### config.mk
export PLATFORM = sky130hd
export DESIGN_NAME = ram_arbiter
export DESIGN_NICKNAME = d
export VERILOG_FILES = /design/src/rtl/ram_arbiter.sv
export SDC_FILE = /design/constraint.sdc
export NUM_CORES = 1
export LEC_CHECK = 0
export CELL_PAD_IN_SITES_DETAIL_PLACEMENT = 1
export CELL_PAD_IN_SITES_GLOBAL_PLACEMENT = 1
export CORE_ASPECT_RATIO = 1.4
export CORE_MARGIN = 8
export CORE_UTILIZATION = 31
export CTS_BUF_LIST = sky130_fd_sc_hd__clkbuf_8
export DETAILED_ROUTE_END_ITERATION = 6
export GPL_ROUTABILITY_DRIVEN = 0
export GPL_TIMING_DRIVEN = 0
export PLACE_DENSITY_LB_ADDON = 0.1
export SLEW_MARGIN = 10
export SYNTH_ARGS = -nofsm -noshare
export SYNTH_HDL_FRONTEND = slang
export SYNTH_SLANG_ARGS = --single-unit
### constraint.sdc
create_clock -name clk -period 2.3 [get_ports clk]
set_input_delay 0.46 -clock clk [delete_from_list [all_inputs] [get_ports clk]]
set_output_delay 0.46 -clock clk [all_outputs]
set_load 0.02 [all_outputs]
### src/rtl/ram_arbiter.sv
// ram_arbiter: two-master arbiter and access sequencer for the single-port data RAM.
// Define RAM_ARB_RR_EN for round-robin tie-breaking; left undefined, master 0 has fixed priority.
module ram_arbiter #(
    parameter int AW     = 10,
    parameter int DW     = 32,
    parameter int RD_LAT = 1
) (
    input  logic          clk,
    input  logic          rstn,

    input  logic          m0_req,
    input  logic [3:0]    m0_we,
    input  logic [AW-1:0] m0_addr,
    input  logic [DW-1:0] m0_wdata,
    output logic [DW-1:0] m0_rdata,
    output logic          m0_ack,

    input  logic          m1_req,
    input  logic [3:0]    m1_we,
    input  logic [AW-1:0] m1_addr,
    input  logic [DW-1:0] m1_wdata,
    output logic [DW-1:0] m1_rdata,
    output logic          m1_ack,

    output logic [AW-1:0] ram_addr,
    output logic [3:0]    ram_wea,
    output logic [DW-1:0] ram_dina,
    input  logic [DW-1:0] ram_douta,

    output logic [1:0]    gnt,
    output logic          busy
);

    typedef enum logic [1:0] {
        IDLE,
        ACCESS,
        WAIT,
        DONE
    } state_t;

    localparam logic [1:0] LAT_M1 = 2'(RD_LAT - 1);

    state_t        state_q;
    logic [1:0]    cnt_q;
    logic          win_q;
    logic          rd_q;
`ifdef RAM_ARB_RR_EN
    logic          last_q;
`endif

    logic          pick1_d;
    logic [3:0]    sel_we_d;
    logic [AW-1:0] sel_addr_d;
    logic [DW-1:0] sel_wdata_d;

    always_comb begin
`ifdef RAM_ARB_RR_EN
        // On a tie master 1 wins only if master 0 was served last.
        pick1_d = m1_req & (~m0_req | ~last_q);
`else
        pick1_d = m1_req & ~m0_req;
`endif
        sel_we_d    = pick1_d ? m1_we    : m0_we;
        sel_addr_d  = pick1_d ? m1_addr  : m0_addr;
        sel_wdata_d = pick1_d ? m1_wdata : m0_wdata;
    end

    assign busy = (state_q != IDLE);

    always_ff @(posedge clk or negedge rstn) begin
        if (!rstn) begin
            state_q  <= IDLE;
            cnt_q    <= '0;
            win_q    <= 1'b0;
            rd_q     <= 1'b0;
`ifdef RAM_ARB_RR_EN
            last_q   <= 1'b1;
`endif
            gnt      <= '0;
            m0_ack   <= 1'b0;
            m1_ack   <= 1'b0;
            m0_rdata <= '0;
            m1_rdata <= '0;
            ram_addr <= '0;
            ram_wea  <= '0;
            ram_dina <= '0;
        end else begin
            case (state_q)
                IDLE: begin
                    if (m0_req | m1_req) begin
                        win_q    <= pick1_d;
                        rd_q     <= (sel_we_d == 4'h0);
                        ram_addr <= sel_addr_d;
                        ram_dina <= sel_wdata_d;
                        ram_wea  <= sel_we_d;
                        gnt      <= pick1_d ? 2'b10 : 2'b01;
`ifdef RAM_ARB_RR_EN
                        last_q   <= pick1_d;
`endif
                        state_q  <= ACCESS;
                    end
                end
                ACCESS: begin
                    ram_wea <= '0;
                    cnt_q   <= LAT_M1;
                    state_q <= WAIT;
                end
                WAIT: begin
                    // ram_douta is valid in the last WAIT cycle; capture it with the ack.
                    if (cnt_q == '0) begin
                        state_q <= DONE;
                        if (win_q) begin
                            m1_ack <= 1'b1;
                            if (rd_q) m1_rdata <= ram_douta;
                        end else begin
                            m0_ack <= 1'b1;
                            if (rd_q) m0_rdata <= ram_douta;
                        end
                    end else begin
                        cnt_q <= cnt_q - 2'd1;
                    end
                end
                DONE: begin
                    m0_ack  <= 1'b0;
                    m1_ack  <= 1'b0;
                    gnt     <= '0;
                    state_q <= IDLE;
                end
                default: state_q <= IDLE;
            endcase
        end
    end

endmodule
## Word-level counts from Yosys, hierarchy flattened

Cells that the tools add are included.

| word-level totals | value |
|---|---|
| flip-flop bits (word level) | 120 |
| latch bits | 0 |
| memory bits (writable) | 0 |
| ROM bits | 0 |
| input port bits | 128 |
| output and inout bits | 115 |
| logic and storage cells | 61 |
| memories | 0 |

| operators by class | value |
|---|---|
| add/subtract/negate cells | 1 |
| multipliers | 0 |
| divide/modulo/power cells | 0 |
| order comparisons | 0 |
| equal/unequal tests | 8 |
| shift operators | 0 |
| multiplexer cells | 19 |
| bitwise operators | 4 |
| reduce and logical (&&, ||, !) cells | 17 |

Operator list:

| kind | count |
|---|---|
| $mux 32 | 1 |
| $mux 10 | 1 |
| $mux 2 | 5 |
| $ne 2x2->1 const B | 5 |
| $reduce_and 2->1 | 5 |
| $reduce_bool 2->1 | 5 |
| $mux 4 | 2 |
| $pmux 2 s2 | 2 |
| $pmux 2 s4 | 1 |
| $pmux 4 s2 | 1 |
| $reduce_and 4->1 | 2 |
| $reduce_and 3->1 | 2 |
| $eq 2x2->1 const B | 2 |
| $logic_not 2->1 | 2 |
| $logic_not 4->1 | 1 |
| $mux 1 | 4 |
| $pmux 1 s2 | 2 |
| $eq 2x1->1 const B | 1 |
| $not 1->1 | 2 |
| $sub 2x1->2 const B | 1 |
| $and 1x1->1 | 1 |
| $or 1x1->1 | 1 |

## Longest topological paths before layout

| depth | value |
|---|---|
| depth in word-level cells | 5 |
| gate-level depth with buffers | 8 |

## Worst setup path before layout

OpenSTA, ideal clock, no wires.

| timing | value |
|---|---|
| path type | flip-flop to flip-flop |
| start point | register state_q[0] |
| end point | register m1_rdata[10] |
| library setup time | 0.125 ns |
| data arrival time | 1.482 ns |
| slack | 0.692 ns |
| stages on the path, launching flop included | 6 |
| buffers on the path | 1 |
| clock period less this slack | 1.608 ns |
| cells stage by stage | dfrtp_1 inv_1 ha_1 nand4_4 clkbuf_8 mux2_4 |

| between the ends | value |
|---|---|
| longest elaborated chain between the ends | 2 |

Ends and longest elaborated chain:

| element | line | text |
|---|---|---|
| start, declared | 43 | `state_t state_q;` |
| start signal, assigned | 72 | `state_q <= IDLE;` |
| start signal, assigned | 100 | `state_q <= ACCESS;` |
| start signal, assigned | 106 | `state_q <= WAIT;` |
| $eq 2x2->1 | 88 | `case (state_q)` |
| $reduce_and 4->1 (no source line) | n/a |  |
| end signal, assigned | 114 | `if (rd_q) m1_rdata <= ram_douta;` |
| end, declared | 22 | `output logic [DW-1:0] m1_rdata,` |

No other way between the ends.
A chain may end at the register's enable or synchronous reset.

## Worst setup path in the final report

| timing | value |
|---|---|
| start point | register state_q[1] |
| end point | output port busy |

| between the ends | value |
|---|---|
| longest elaborated chain between the ends | 1 |

Ends and longest elaborated chain:

| element | line | text |
|---|---|---|
| $reduce_bool 2->1 | 68 | `assign busy = (state_q != IDLE);` |
| end, declared | 31 | `output logic busy` |

No other way between the ends.

==> results_tabular.tex <==
\begin{tabular}{lr}
\hline
Metric & Value \\
\hline
\multicolumn{2}{l}{\textbf{Drt}} \\
Total wire length & 16,480 microns \\
Final antenna-violating net count & 0 \\
First drt pass iteration count & 4 \\
Vias after detailed routing & 4,078 \\
Drt first-iter violations & 112 \\
Vias per Instance & 4.666 \\
Routed WL per cell & 18.85 microns \\
Final routed DRC violation total & 0 \\
\multicolumn{2}{l}{\textbf{Floorplanning}} \\
Total die area & 0.02118 sq mm \\
Starting Density & 31.22\% \\
Core Footprint & 0.01661 sq mm \\
Die height & 169.0 microns \\
Rows & 56 \\
Die width & 125.3 microns \\
Count of pins on the block boundary & 243 \\
\multicolumn{2}{l}{\textbf{Power and ir drop}} \\
Part of the total power dissipated in sequential elements & 33.2\% \\
Clock share of power & 16.9\% \\
Relative contribution of combinational cells to total power & 49.9\% \\
Cell internal pwr & 6.922 mW \\
Power density relative to cell area & 1358 mW/mm\^{}2 \\
Worst vdd rail ir drop & 0.0005869 V \\
Leakage component of the power & 3.727 nW \\
Net Sw Frac & 38.54\% \\
Switching power of the nets & 4.341 mW \\
\multicolumn{2}{l}{\textbf{Synthesis}} \\
Part of the Yosys area used for sequential elements & 57.92\% \\
Distinct cell type count of the synthesized netlist & 31 \\
Mean area per synthesized cell & 13.13 sq um \\
Netlist area before placement & 0.005185 sq mm \\
Commonest cells post-synth & sky130\_fd\_sc\_hd\_\_dfrtp\_1 (120), sky130\_fd\_sc\_hd\_\_mux2\_2 (52), sky130\_fd\_sc\_hd\_\_mux2i\_1 (51) \\
Cell accounting for the most synthesized area & sky130\_fd\_sc\_hd\_\_dfrtp\_1 \\
Cell count after synthesis & 395 \\
Async S/R FF share, synth & 100.0\% \\
Most common cell in the synthesized netlist & sky130\_fd\_sc\_hd\_\_dfrtp\_1 \\
Count of flip-flops with a built-in enable after synthesis & 0 \\
Share of Yosys cell area claimed by the top area cell type & 57.92\% \\
Warning count from the yosys run & 0 \\
Flop and latch count out of synthesis & 120 \\
Synthesized Nets & 531 \\
Area contributors post-synth & sky130\_fd\_sc\_hd\_\_dfrtp\_1 (58\%), sky130\_fd\_sc\_hd\_\_mux2\_2 (11\%), sky130\_fd\_sc\_hd\_\_mux2i\_1 (9.8\%) \\
Most used flip-flop cell after synthesis & sky130\_fd\_sc\_hd\_\_dfrtp\_1 \\
\multicolumn{2}{l}{\textbf{Timing}} \\
Setup TNS & 0 ps \\
Unrepaired setup endpoints after global routing & no \\
Tmin final & 2027 ps \\
Share of the clock period used by the worst path after layout & 88.11\% \\
Hold violation total from the final report & 0 \\
Slew of the pin with the lowest slew margin & 451.0 ps \\
Relative slew margins & 69.93\% \\
Max Clock Freq & 0.4934 GHz \\
Worst clock skew & 9.930 ps \\
Total setup violations reported at the end of the flow & 0 \\
Post-route worst hold slack & 486.7 ps \\
Final count of pins violating max slew & 0 \\
\multicolumn{2}{l}{\textbf{Finish}} \\
Ratio of cells with drive above 1 in the final layout & 16.99\% \\
Nets@finish & 794 \\
Number of fill cells & 1,788 \\
Layout-stage area growth over the synthesis result & 59.97\% \\
Number of diodes added for antenna fixing & 0 \\
Non-filler cells, final & 874 \\
\multicolumn{2}{l}{\textbf{Clocking}} \\
Maximum level of the CTS H-tree & 4 \\
Cts bufs inserted & 17 \\
Clock Root Buffer & sky130\_fd\_sc\_hd\_\_clkbuf\_8 \\
\# Post-CTS Setup Buffers & 0 \\
Clock latency of the later-clocked register in the worst-skew pair & 430 ps \\
Clk slew on worst S/H paths & 70 ps \\
Maximum clock path buffer count & 2 \\
TritonCTS clock tree & built \\
Number of clock sinks seen by CTS & 120 \\
\multicolumn{2}{l}{\textbf{Critical path}} \\
Worst path slowest cell & sky130\_fd\_sc\_hd\_\_dfrtp\_1 \\
Worst reg-to-reg setup slack & 500 ps \\
Chain of cells forming the critical path & inv\_1 > ha\_1 > buf\_2 > inv\_1 > clkbuf\_2 \\
CP endpoint kind & output port \\
Crit path top cell by count & sky130\_fd\_sc\_hd\_\_inv\_1 \\
Largest stage delay on the critical path & 410 ps \\
Endpoint of the worst register-to-register path & ram\_dina[8] \\
Startpoint Class & register \\
Setup CP Type & reg -> out \\
Bufs and invs on worst path & 4 \\
Depth of the worst register-to-register path & 8 \\
Top fanout value on the critical path & 8 \\
Required time of the critical path & 1840 ps \\
Kind of cell adding the most delay to the critical path & buffers and inverters \\
Critical register-to-register path startpoint & state\_q[1] \\
Worst endpoint data arrival time & 1570 ps \\
\multicolumn{2}{l}{\textbf{Outcome}} \\
Outcome & complete, no violations \\
\multicolumn{2}{l}{\textbf{Run}} \\
Max capacitance violation total & 0 \\
\multicolumn{2}{l}{\textbf{Placement}} \\
Count of buffers inserted at the top-level ports & 242 \\
Placed cell count & 841 \\
Placed wire-length estimate after detailed placement & 13,330 microns \\
\multicolumn{2}{l}{\textbf{GRT}} \\
Grt met3 use & 7.116\% \\
Global routing met2 resource utilization & 28.45\% \\
Vias in the first global route & 4,817 \\
Met1 usage & 16.23\% \\
Highest-utilization routing layer at the global route stage & met2 \\
Largest net degree at the start of global routing & 82 \\
Grt total ovfl & 0 \\
Global-route total usage across every layer & 15.98\% \\
Wire length of the first global-routing pass & 26,390 microns \\
Initial antenna violation count & 0 \\
\multicolumn{2}{l}{\textbf{Hold path}} \\
Min-Delay Startpoint & ram\_addr[0] \\
Hold/Removal Path Class & reg -> reg \\
Instance count along the most critical hold path & 2 \\
WHS Endpoint & ram\_addr[0] \\
\hline
\end{tabular}
==> layer usage <==
layer | up-vias | part of all wire (%)
li1 | 1904 | -
met1 | 1990 | 37
met2 | 171 | 52
met3 | 13 | 9.5
met4 | 0 | 1.5
met5 | - | 0
==> worst max-delay path by stage <==
stage / startpoint / to / cells after the start
floorplan: state_q[0] / m1_rdata[10] / 5
global placement: rstn / ram_addr[0] / 1
detailed placement: m0_req / ram_dina[8] / 6
CTS: state_q[0] / busy / 5
global route: state_q[1] / busy / 5
finish: state_q[1] / busy / 5
==> layout by cell type (no fill, tap or decap), types with 2 or more instances in the layout <==
cell type / instances
sky130_fd_sc_hd__mux2i_1: 51
sky130_fd_sc_hd__clkinv_4: 3
sky130_fd_sc_hd__mux2_1: 9
sky130_fd_sc_hd__a21oi_1: 5
sky130_fd_sc_hd__inv_6: 7
sky130_fd_sc_hd__clkbuf_1: 4
sky130_fd_sc_hd__mux2_2: 52
sky130_fd_sc_hd__clkinv_2: 2
sky130_fd_sc_hd__nand2b_1: 2
sky130_fd_sc_hd__bufinv_16: 2
sky130_fd_sc_hd__clkdlybuf4s50_1: 240
sky130_fd_sc_hd__nor4_1: 2
sky130_fd_sc_hd__o22ai_1: 2
sky130_fd_sc_hd__nor2b_1: 2
sky130_fd_sc_hd__clkbuf_8: 18
sky130_fd_sc_hd__nor2_1: 5
sky130_fd_sc_hd__o21ai_0: 19
sky130_fd_sc_hd__buf_2: 6
sky130_fd_sc_hd__nand2_1: 47
sky130_fd_sc_hd__buf_6: 10
sky130_fd_sc_hd__dfrtp_1: 120
sky130_fd_sc_hd__o2bb2ai_1: 4
sky130_fd_sc_hd__ha_1: 8
sky130_fd_sc_hd__o21ai_1: 26
sky130_fd_sc_hd__mux2_4: 4
sky130_fd_sc_hd__inv_1: 6
==> worst min-delay path, cell delays in order, from the launching register on <==
cell                      delay [ps]
sky130_fd_sc_hd__dfrtp_1         340
sky130_fd_sc_hd__nand2_1          50
sky130_fd_sc_hd__o21ai_1          60
==> power groups by stage <==
stage	combinational [mW]	sequential, mW	clock, mW
final	5.62	3.74	1.91
after global routing	6.04	3.90	2.08
after CTS	5.74	3.76	2.00
after detailed placement	5.73	3.79	0
after global placement	5.61	3.72	0
after floorplan	1.54	4.96	0
==> cells by family after synthesis <==
family | count (synthesis) | share of synthesized area, %
AND/OR/NAND/NOR | 62 | 5.623
multiplexers | 116 | 24.25
buffers and inverters | 28 | 3.740
flip-flops | 120 | 57.92
adder cells (fa/ha/maj) | 8 | 1.931
AO/OA/AOI/OAI | 61 | 6.539
==> repair_timing <==
action                                 in CTS  in global routing
hold buffers                                1                  0
endpoints found under the hold margin      39                  0
setup endpoints to repair                   1                  1
gates resized for setup                     1                  3
==> registers in the layout (all words and copies together) (netlist names) <==
register,cells
m0_rdata,32
m1_rdata,32
ram_dina,32
ram_addr,10
ram_wea,4
cnt_q,2
gnt,2
state_q,2
m0_ack,1
m1_ack,1
rd_q,1
win_q,1
==> stage by stage <==
stage | worst slack [ps] | power [mW] | cell area [sq um] | utilization (%)
after floorplan | 692.4 | 6.498 | 5185 | -
after global placement | -3991 | 9.333 | 7861 | 47.34
after detailed placement | 101.8 | 9.521 | 7890 | 47.51
after CTS | 39.18 | 11.49 | 8298 | 49.97
after global routing | 130.0 | 12.02 | 8294 | 49.95
final | 273.4 | 11.26 | 8294 | 49.95
==> area by class of cell <==
class	count	area [sq um]	share of cell area, %
Sequential cell	120	3003	36.20
Timing Repair Buffer	244	2456	29.61
Multi-Input combinational cell	247	1988	23.97
Tap cell	203	254.0	3.062
Clock buffer	17	234.0	2.821
Buffer	21	167.7	2.021
Clock inverter	15	165.2	1.991
Inverter	7	26.28	0.3168
Power figures use the tool's default switching activity.
